--- src/rtl/banked_reg_file.sv ---
// Parametrised register bank with two combinational read ports, one write port,
// optional write-to-read bypass and a shadow bank with a sequenced save/restore engine.
module banked_reg_file #(
   parameter int WIDTH  = 8,
   parameter int ADDR_W = 2,
   parameter int BYPASS = 1
) (
   input  logic              CLK,
   input  logic              RESET,
   input  logic [ADDR_W-1:0] read1,
   input  logic [ADDR_W-1:0] read2,
   input  logic              isWrite,
   input  logic [ADDR_W-1:0] writeReg,
   input  logic [WIDTH-1:0]  writeData,
   input  logic              saveReq,
   input  logic              restoreReq,
   output logic [WIDTH-1:0]  reg1,
   output logic [WIDTH-1:0]  reg2,
   output logic [WIDTH-1:0]  reg3,
   output logic              busy,
   output logic              done
);

   localparam int DEPTH = 2 ** ADDR_W;
   localparam logic [ADDR_W-1:0] LAST_IDX = {ADDR_W{1'b1}};
   localparam logic [ADDR_W-1:0] ZERO_IDX = {ADDR_W{1'b0}};
   localparam logic BYP_EN = (BYPASS != 0);

   typedef enum logic [1:0] {
      IDLE    = 2'd0,
      SAVE    = 2'd1,
      RESTORE = 2'd2
   } state_t;

   state_t            state_q, state_d;
   logic [ADDR_W-1:0] idx_q, idx_d;
   logic              done_q, done_d;
   logic [WIDTH-1:0]  live_q   [DEPTH];
   logic [WIDTH-1:0]  live_d   [DEPTH];
   logic [WIDTH-1:0]  shadow_q [DEPTH];
   logic [WIDTH-1:0]  shadow_d [DEPTH];
   logic              accept_s;

   assign accept_s = isWrite && (state_q == IDLE) && !RESET;

   // State register: FSM, index counter, done pulse and both banks.
   always_ff @(posedge CLK or posedge RESET) begin
      if (RESET) begin
         state_q <= IDLE;
         idx_q   <= ZERO_IDX;
         done_q  <= 1'b0;
         for (int i = 0; i < DEPTH; i++) begin
            live_q[i]   <= {WIDTH{1'b0}};
            shadow_q[i] <= {WIDTH{1'b0}};
         end
      end else begin
         state_q <= state_d;
         idx_q   <= idx_d;
         done_q  <= done_d;
         for (int i = 0; i < DEPTH; i++) begin
            live_q[i]   <= live_d[i];
            shadow_q[i] <= shadow_d[i];
         end
      end
   end

   // Next-state logic; saveReq wins over restoreReq, requests while busy are ignored.
   always_comb begin
      state_d = state_q;
      idx_d   = idx_q;
      case (state_q)
         IDLE: begin
            idx_d = ZERO_IDX;
            if (saveReq) begin
               state_d = SAVE;
            end else if (restoreReq) begin
               state_d = RESTORE;
            end else begin
               state_d = IDLE;
            end
         end
         SAVE, RESTORE: begin
            idx_d = idx_q + ADDR_W'(1);
            if (idx_q == LAST_IDX) begin
               state_d = IDLE;
            end else begin
               state_d = state_q;
            end
         end
         default: begin
            state_d = IDLE;
            idx_d   = ZERO_IDX;
         end
      endcase
   end

   // Bank update and done generation: one entry copied per cycle while sequencing.
   always_comb begin
      done_d = 1'b0;
      for (int i = 0; i < DEPTH; i++) begin
         live_d[i]   = live_q[i];
         shadow_d[i] = shadow_q[i];
      end
      case (state_q)
         IDLE: begin
            if (accept_s) begin
               live_d[writeReg] = writeData;
            end else begin
               live_d[writeReg] = live_q[writeReg];
            end
         end
         SAVE: begin
            shadow_d[idx_q] = live_q[idx_q];
            done_d          = (idx_q == LAST_IDX);
         end
         RESTORE: begin
            live_d[idx_q] = shadow_q[idx_q];
            done_d        = (idx_q == LAST_IDX);
         end
         default: begin
            done_d = 1'b0;
         end
      endcase
   end

   // Read ports with optional same-cycle forwarding of an accepted write.
   always_comb begin
      if (BYP_EN && accept_s && (writeReg == read1)) begin
         reg1 = writeData;
      end else begin
         reg1 = live_q[read1];
      end
      if (BYP_EN && accept_s && (writeReg == read2)) begin
         reg2 = writeData;
      end else begin
         reg2 = live_q[read2];
      end
      if (BYP_EN && accept_s && (writeReg == ZERO_IDX)) begin
         reg3 = writeData;
      end else begin
         reg3 = live_q[0];
      end
   end

   assign busy = (state_q != IDLE);
   assign done = done_q;

endmodule

--- config.mk ---
export PLATFORM = sky130hd
export DESIGN_NAME = banked_reg_file
export DESIGN_NICKNAME = d
export VERILOG_FILES = /design/src/rtl/banked_reg_file.sv
export SDC_FILE = /design/constraint.sdc
export NUM_CORES = 1
export LEC_CHECK = 0
export ABC_AREA = 1
export ABC_CLOCK_PERIOD_IN_PS = 14200
export CAP_MARGIN = 20
export CORE_ASPECT_RATIO = 1.1
export CORE_MARGIN = 2
export CORE_UTILIZATION = 60
export CTS_CLUSTER_DIAMETER = 100
export DETAILED_ROUTE_END_ITERATION = 10
export PLACE_DENSITY = 0.8
export SYNTH_ARGS = -nofsm -noshare
export SYNTH_HDL_FRONTEND = slang
export SYNTH_SLANG_ARGS = --single-unit
--- constraint.sdc ---
create_clock -name CLK -period 14.2 [get_ports CLK]
set_input_delay 4.26 -clock CLK [delete_from_list [all_inputs] [get_ports CLK]]
set_output_delay 4.26 -clock CLK [all_outputs]
set_load 0.01 [all_outputs]
==> load_flow_metrics.sql, run 1 <==
INSERT INTO impl_metrics (metric_group, metric, value, unit) VALUES
('final_layout', 'post-route-util', '68.6', '%'),
('synth', 'synth.yosys.seq_area_share', '33.6', '%'),
('final_layout', 'finalInstanceArea', '5730', 'µm²'),
('clock_tree', 'cts_setup_buffers', '0', ''),
('clock_tree', 'hold_buffers', '0', ''),
('clock_tree', 'cts_max_path_buffers', '2', ''),
('grt', 'grt_pass1_wl', '25700', 'µm'),
('synth', 'yosysWarningCount', '0', ''),
('routing', 'detailedRoute.firstIterationViolations', '626', ''),
('timing', 'totalNegativeSetupSlack', '0', 'ns'),
('final_layout', 'area_delta_synth_final', '11.6', '%'),
('routing', 'num_vias', '5598', ''),
('place', 'placed_cells_incl_taps', '905', ''),
('synth', 'syn_avg_cell_area', '6.49', 'µm²'),
('clock_tree', 'cts_tree', 'yes', ''),
('synth', 'synth_nets', '817', ''),
('grt', 'grt_pass1_vias', '4956', ''),
('synth', 'dominantRegCellSynth', 'dfrtp_1', ''),
('timing', 'final_hold_viol_count', '0', ''),
('floorplanning', 'pin_count', '45', ''),
('pwr', 'power.share.clock', '20.4', '%'),
('synth', 'synthAdderAreaFrac', '1.71', '%'),
('grt', 'grt.overflow.total', '0', ''),
('critical_path', 'worst_setup_path_end_kind', 'output pin', ''),
('critical_path', 'required', '9.94', 'ns'),
('critical_path', 'critPathLaunch', 'RESET', ''),
('floorplanning', 'core_region_area', '8360', 'µm²'),
('pwr', 'seqPwrFrac', '36.2', '%'),
('floorplanning', 'placement_rows', '35', ''),
('grt', 'grt.met3_usage', '5.09', '%'),
('timing', 'slew-limit-headroom', '28.2', '%'),
('clock_tree', 'cts_root_buffer', 'clkbuf_8', ''),
('synth', 'synth_simple_gate_area_share', '42.4', '%'),
('routing', 'detail_route.wirelength', '15800', 'µm'),
('clock_tree', 'h-tree-depth', '3', ''),
('grt', 'grtUsageMet1', '47.9', '%'),
('run_status', 'status', 'finished, final reports clean', ''),
('place', 'dpl-instance-area', '5510', 'µm²'),
('grt', 'grtUsageMet2', '55.3', '%'),
('pwr', 'net_switching_share_of_the_total_power', '46.3', '%'),
('timing', 'timing_worst_slew_pin_value', '1.07', 'ns'),
('synth', 'synthesis.area', '5140', 'µm²'),
('synth', 'synth.lib_cells_used.distinct', '27', ''),
('hold_path', 'worst_hold_path.num_cells', '2', ''),
('final_layout', 'stdcell_count', '922', ''),
('synth', 'synth_mux_area_share', '0', '%'),
('routing', 'post_drt_wl_per_cell', '17.2', 'µm'),
('run', 'max_cap_violations', '0', ''),
('grt', 'antenna_found_initial', '0', ''),
('grt', 'grt_use_total', '35.5', '%'),
('place', 'dpl.hpwl', '11300', 'µm'),
('synth', 'synthDominantAreaCellType', 'dfrtp_1', ''),
('synth', 'yosys_register_bits', '69', ''),
('timing', 'timing.final.crit_period', '11.56', 'ns'),
('timing', 'grt_setup_unrepaired', 'false', ''),
('final_layout', 'post_route_cells_drive_above_1_share', '5.43', '%'),
('routing', 'drt-pass1-iter-count', '6', ''),
('timing', 'timing.clock.skew', '0.0220', 'ns'),
('clock_tree', 'cts.sinks', '69', ''),
('pwr', 'ir_worst_vdd', '0.114', 'mV'),
('timing', 'maxSlewViolCount', '0', ''),
('pwr', 'internal-power', '0.482', 'mW'),
('clock_tree', 'post_cts_resize_count', '0', ''),
('grt', 'grt_max_degree', '71', ''),
('floorplanning', 'start_util', '61.4', '%'),
('critical_path', 'timing.rr.start', 'idx_q[1]', ''),
('critical_path', 'worst_r2r_endpoint', 'live_q[29]', ''),
('pwr', 'switching_power', '0.414', 'mW'),
('synth', 'postSynthCellCount', '791', ''),
('timing', 'fmax', '86.5', 'MHz'),
('critical_path', 'timing.critical_path.to', 'reg2[1]', '');
## worst max-delay path, cell delays in order
cell,delay [ns]
clkdlybuf4s50_1,0.47
inv_2,0.07
buf_4,0.67
nand3_4,0.58
a21oi_4,0.46
nand3_1,0.13
nand2_1,0.09
clkdlybuf4s50_1,0.53
## area by class of cell
type / instances / area [µm²]
tap: 111 / 139
inverter: 75 / 283
clock inverter: 6 / 86.3
clock buffer: 10 / 128
sequential: 69 / 1730
timing repair buffer: 47 / 470
fill: 747 / 2630
multi-input combinational: 604 / 2900
## worst min-delay path by stage
stage                             from            to  slack (ns)
after global placement    shadow_q[10]  shadow_q[10]        0.47
after detailed placement   shadow_q[4]   shadow_q[4]        0.47
after CTS                 shadow_q[26]  shadow_q[26]        0.49
after global routing      shadow_q[27]  shadow_q[27]        0.51
after floorplan            shadow_q[0]   shadow_q[0]        0.45
final                     shadow_q[22]  shadow_q[22]        0.49
## per-stage QoR
step	setup WS (ns)	total power, mW
after floorplan	3.27	0.569
after global placement	2.67	0.691
after detailed placement	2.57	0.704
after CTS	2.56	0.886
after global routing	2.28	0.952
final	2.64	0.896
## flip-flops by register name, indices dropped and copies added (netlist names)
name and count:
live_q 32, state_q 2, shadow_q 32, done 1, idx_q 2
## logic make-up after synthesis
family                   after synthesis
XOR/XNOR                               2
flip-flops                            69
adder cells (fa/ha/maj)                7
AO/OA/AOI/OAI                        108
buffers and inverters                118
AND/OR/NAND/NOR                      487
## cells in the mapped netlist, types with 5 or more instances
cell,instances
a21oi_1,24
buf_1,6
buf_2,24
buf_4,5
clkbuf_1,6
dfrtp_1,69
ha_1,7
inv_1,65
inv_2,5
nand2_1,276
nand3_1,194
o211ai_1,16
o21ai_0,66
## cell usage in the layout (no fill, tap or decap), types with 3 or more instances in the layout
master	synthesis	routed
nand2_1	276	276
nand3_1	194	194
dfrtp_1	69	69
o21ai_0	66	66
inv_1	65	64
clkdlybuf4s50_1	0	44
a21oi_1	24	24
o211ai_1	16	16
clkbuf_8	0	9
ha_1	7	7
inv_2	5	6
clkinv_1	4	4
nor2_4	4	4
clkinv_2	1	3
## per-layer routing
layer | routed length [µm] | vias to the layer above | share of wire, %
met5 | 0 | - | 0
met4 | 877 | 0 | 5.5
met3 | 1670 | 65 | 11
met2 | 7000 | 396 | 44
met1 | 6290 | 2500 | 40
li1 | - | 2637 | -
## power by group through the flow
stage | Combinational (mW) | Sequential (mW) | Clock, mW
floorplan | 0.274 | 0.295 | 0
global placement | 0.370 | 0.321 | 0
detailed placement | 0.380 | 0.324 | 0
CTS | 0.383 | 0.320 | 0.183
global route | 0.435 | 0.328 | 0.188
finish | 0.389 | 0.324 | 0.183
No activity file was read; power rests on OpenSTA's default activity.
==> run 2: changes to the inputs <==
--- a/config.mk
+++ b/config.mk
@@ -6,14 +6,14 @@
 export NUM_CORES = 1
 export LEC_CHECK = 0
 export ABC_AREA = 1
-export ABC_CLOCK_PERIOD_IN_PS = 14200
+export ABC_CLOCK_PERIOD_IN_PS = 10400
 export CAP_MARGIN = 20
 export CORE_ASPECT_RATIO = 1.1
 export CORE_MARGIN = 2
-export CORE_UTILIZATION = 60
+export CORE_UTILIZATION = 53
 export CTS_CLUSTER_DIAMETER = 100
 export DETAILED_ROUTE_END_ITERATION = 10
-export PLACE_DENSITY = 0.8
+export PLACE_DENSITY = 0.75
 export SYNTH_ARGS = -nofsm -noshare
 export SYNTH_HDL_FRONTEND = slang
 export SYNTH_SLANG_ARGS = --single-unit
==> constraint.sdc (replaced) <==
create_clock -name CLK -period 10.4 [get_ports CLK]
set_input_delay 3.12 -clock CLK [delete_from_list [all_inputs] [get_ports CLK]]
set_output_delay 3.12 -clock CLK [all_outputs]
set_load 0.01 [all_outputs]
==> load_flow_metrics.sql, run 2 (same netlist as run 1, synthesis figures left out) <==
INSERT INTO impl_metrics (metric_group, metric, value, unit) VALUES
('grt', 'grt_pass1_wl', '26900', 'µm'),
('grt', 'grt_max_degree', '70', ''),
('clock_tree', 'numCtsBuffers', '9', ''),
('clock_tree', 'cts.sinks', '69', ''),
('floorplanning', 'placement_rows', '37', ''),
('clock_tree', 'clock_insertion_delay_worst_skew', '0.37', 'ns'),
('grt', 'grt.overflow.total', '0', ''),
('final_layout', 'commonest_non_fill_non_tap_cell_in_the_layout', 'nand2_1', ''),
('timing', 'final-setup-viol-count', '0', ''),
('routing', 'remaining_drc_errors', '0', ''),
('timing', 'fmax', '116', 'MHz'),
('grt', 'grt_pass1_vias', '5011', ''),
('final_layout', 'area_delta_synth_final', '12.1', '%'),
('hold_path', 'min_delay_worst_type', 'flip-flop to flip-flop', ''),
('critical_path', 'timing.rr.start', 'idx_q[0]', ''),
('critical_path', 'critPathLaunch', 'read1[0]', ''),
('place', 'detailedPlace.worstSlack', '1.77', 'ns'),
('critical_path', 'setup.worst_path.start_class', 'input port', ''),
('timing', 'post-route-worst-setup-slack', '1.76', 'ns'),
('timing', 'totalNegativeSetupSlack', '0', 'ns'),
('final_layout', 'n_antenna_cell', '0', ''),
('pwr', 'ir_worst_vdd', '0.167', 'mV'),
('critical_path', 'required', '7.28', 'ns'),
('routing', 'drt-pass1-iter-count', '8', ''),
('floorplanning', 'start_util', '54.7', '%'),
('floorplanning', 'die_w', '97.9', 'µm'),
('clock_tree', 'post_cts_resize_count', '0', ''),
('final_layout', 'finalInstanceArea', '5760', 'µm²'),
('timing', 'timing_worst_slew_pin_value', '1.07', 'ns'),
('timing', 'timing.final.crit_period', '8.64', 'ns'),
('floorplanning', 'core_region_area', '9400', 'µm²'),
('grt', 'grt_use_total', '33.1', '%'),
('run_status', 'status', 'finished, final reports clean', ''),
('run', 'max_cap_violations', '0', ''),
('timing', 'timing.clock.skew', '0.00836', 'ns'),
('grt', 'antenna_found_initial', '0', ''),
('timing', 'worst_hold_slack', '0.491', 'ns'),
('routing', 'detailedRoute.firstIterationViolations', '795', ''),
('place', 'finalWeightedCongestion', '0.999', ''),
('floorplanning', 'fp.dieArea', '10500', 'µm²'),
('routing', 'num_vias', '5558', ''),
('critical_path', 'cp_data_arrival_time', '5.52', 'ns'),
('place', 'numPortBuffers', '44', ''),
('timing', 'maxSlewViolCount', '0', ''),
('routing', 'detail_route.wirelength', '16900', 'µm'),
('timing', 'slew-limit-headroom', '28.2', '%'),
('timing', 'final.period_utilization', '83.1', '%'),
('routing', 'route.antenna.remaining_nets', '0', ''),
('clock_tree', 'hold_buffers', '0', ''),
('pwr', 'power.static_leakage', '2.90', 'nW'),
('timing', 'grt_setup_unrepaired', 'false', ''),
('pwr', 'power_per_cell_area', '215', 'nW/µm²'),
('place', 'dpl.hpwl', '12100', 'µm'),
('final_layout', 'post_route_cells_drive_above_1_share', '5.54', '%'),
('final_layout', 'largestRegisters', 'live_q: 32 flops, shadow_q: 32 flops', ''),
('clock_tree', 'cts_tree', 'yes', ''),
('floorplanning', 'floorplan.die.height', '107', 'µm'),
('floorplanning', 'pin_count', '45', ''),
('place', 'dpl-instance-area', '5520', 'µm²'),
('clock_tree', 'worst_setup_hold_path_clk_slew', '0.07', 'ns'),
('routing', 'via_per_inst', '5.98', ''),
('critical_path', 'worst_setup_path_end_kind', 'output pin', ''),
('clock_tree', 'h-tree-depth', '3', ''),
('clock_tree', 'cts_setup_buffers', '0', ''),
('clock_tree', 'cts_root_buffer', 'clkbuf_8', ''),
('clock_tree', 'cts_max_path_buffers', '2', ''),
('final_layout', 'final_nets', '833', ''),
('critical_path', 'cp_max_fo', '33', ''),
('final_layout', 'highest_count_cells_in_the_layout_ignoring_fill_and_taps', 'nand2_1 (276), nand3_1 (194), dfrtp_1 (69), o21ai_0 (66), inv_1 (64)', ''),
('timing', 'final_hold_viol_count', '0', ''),
('hold_path', 'hold_path_startpoint', 'shadow_q[23]', ''),
('critical_path', 'critPathKind', 'input port to output pin', ''),
('routing', 'post_drt_wl_per_cell', '18.2', 'µm'),
('critical_path', 'worst-r2r-setup-slack', '7.97', 'ns');
## run 2: per-stage QoR
| step | cells | total power [mW] | util [%] |
|---|---|---|---|
| floorplan | 791 | 0.777 | - |
| global placement | 912 | 0.959 | 58.7 |
| detailed placement | 912 | 0.972 | 58.7 |
| CTS | 928 | 1.23 | 61.1 |
| global route | 929 | 1.32 | 61.3 |
| finish | 929 | 1.24 | 61.3 |
## run 2: metal layers
layer  part of all wire [%]  up-vias  wire length (µm)  GRT usage (%)
li1                       -     2636                 -              -
met5                      0        -                 0              0
met4                    4.8        0               815           16.0
met2                     45      304              7640           52.2
met1                     40     2558              6840           43.6
met3                    9.5       60              1610           6.78
## run 2: final timing paths
check | endpoint | cells after the start
max | reg1[1] | 5
min | shadow_q[23] | 2
max reg2reg | live_q[28] | 9
min reg2reg | shadow_q[23] | 2
max in group asynchronous | shadow_q[3] | 3
min in group asynchronous | live_q[28] | 3
## run 2: layout make-up
type / instances / area [µm²]
fill: 926 / 3640
multi-input combinational: 604 / 2900
sequential: 69 / 1730
timing repair buffer: 48 / 478
inverter: 75 / 283
tap: 117 / 146
clock buffer: 11 / 141
clock inverter: 5 / 82.6
## run 2: critical path: stages
cell and delay (ns):
clkdlybuf4s50_1 0.96, xnor2_2 0.67, nand3_1 0.14, nand2_1 0.10
clkdlybuf4s50_1 0.53
## run 2: report_power, final
part           switching, mW  internal (mW)
combinational          0.377          0.175
sequential            0.0832          0.348
clock                  0.112          0.143
total                  0.572          0.666
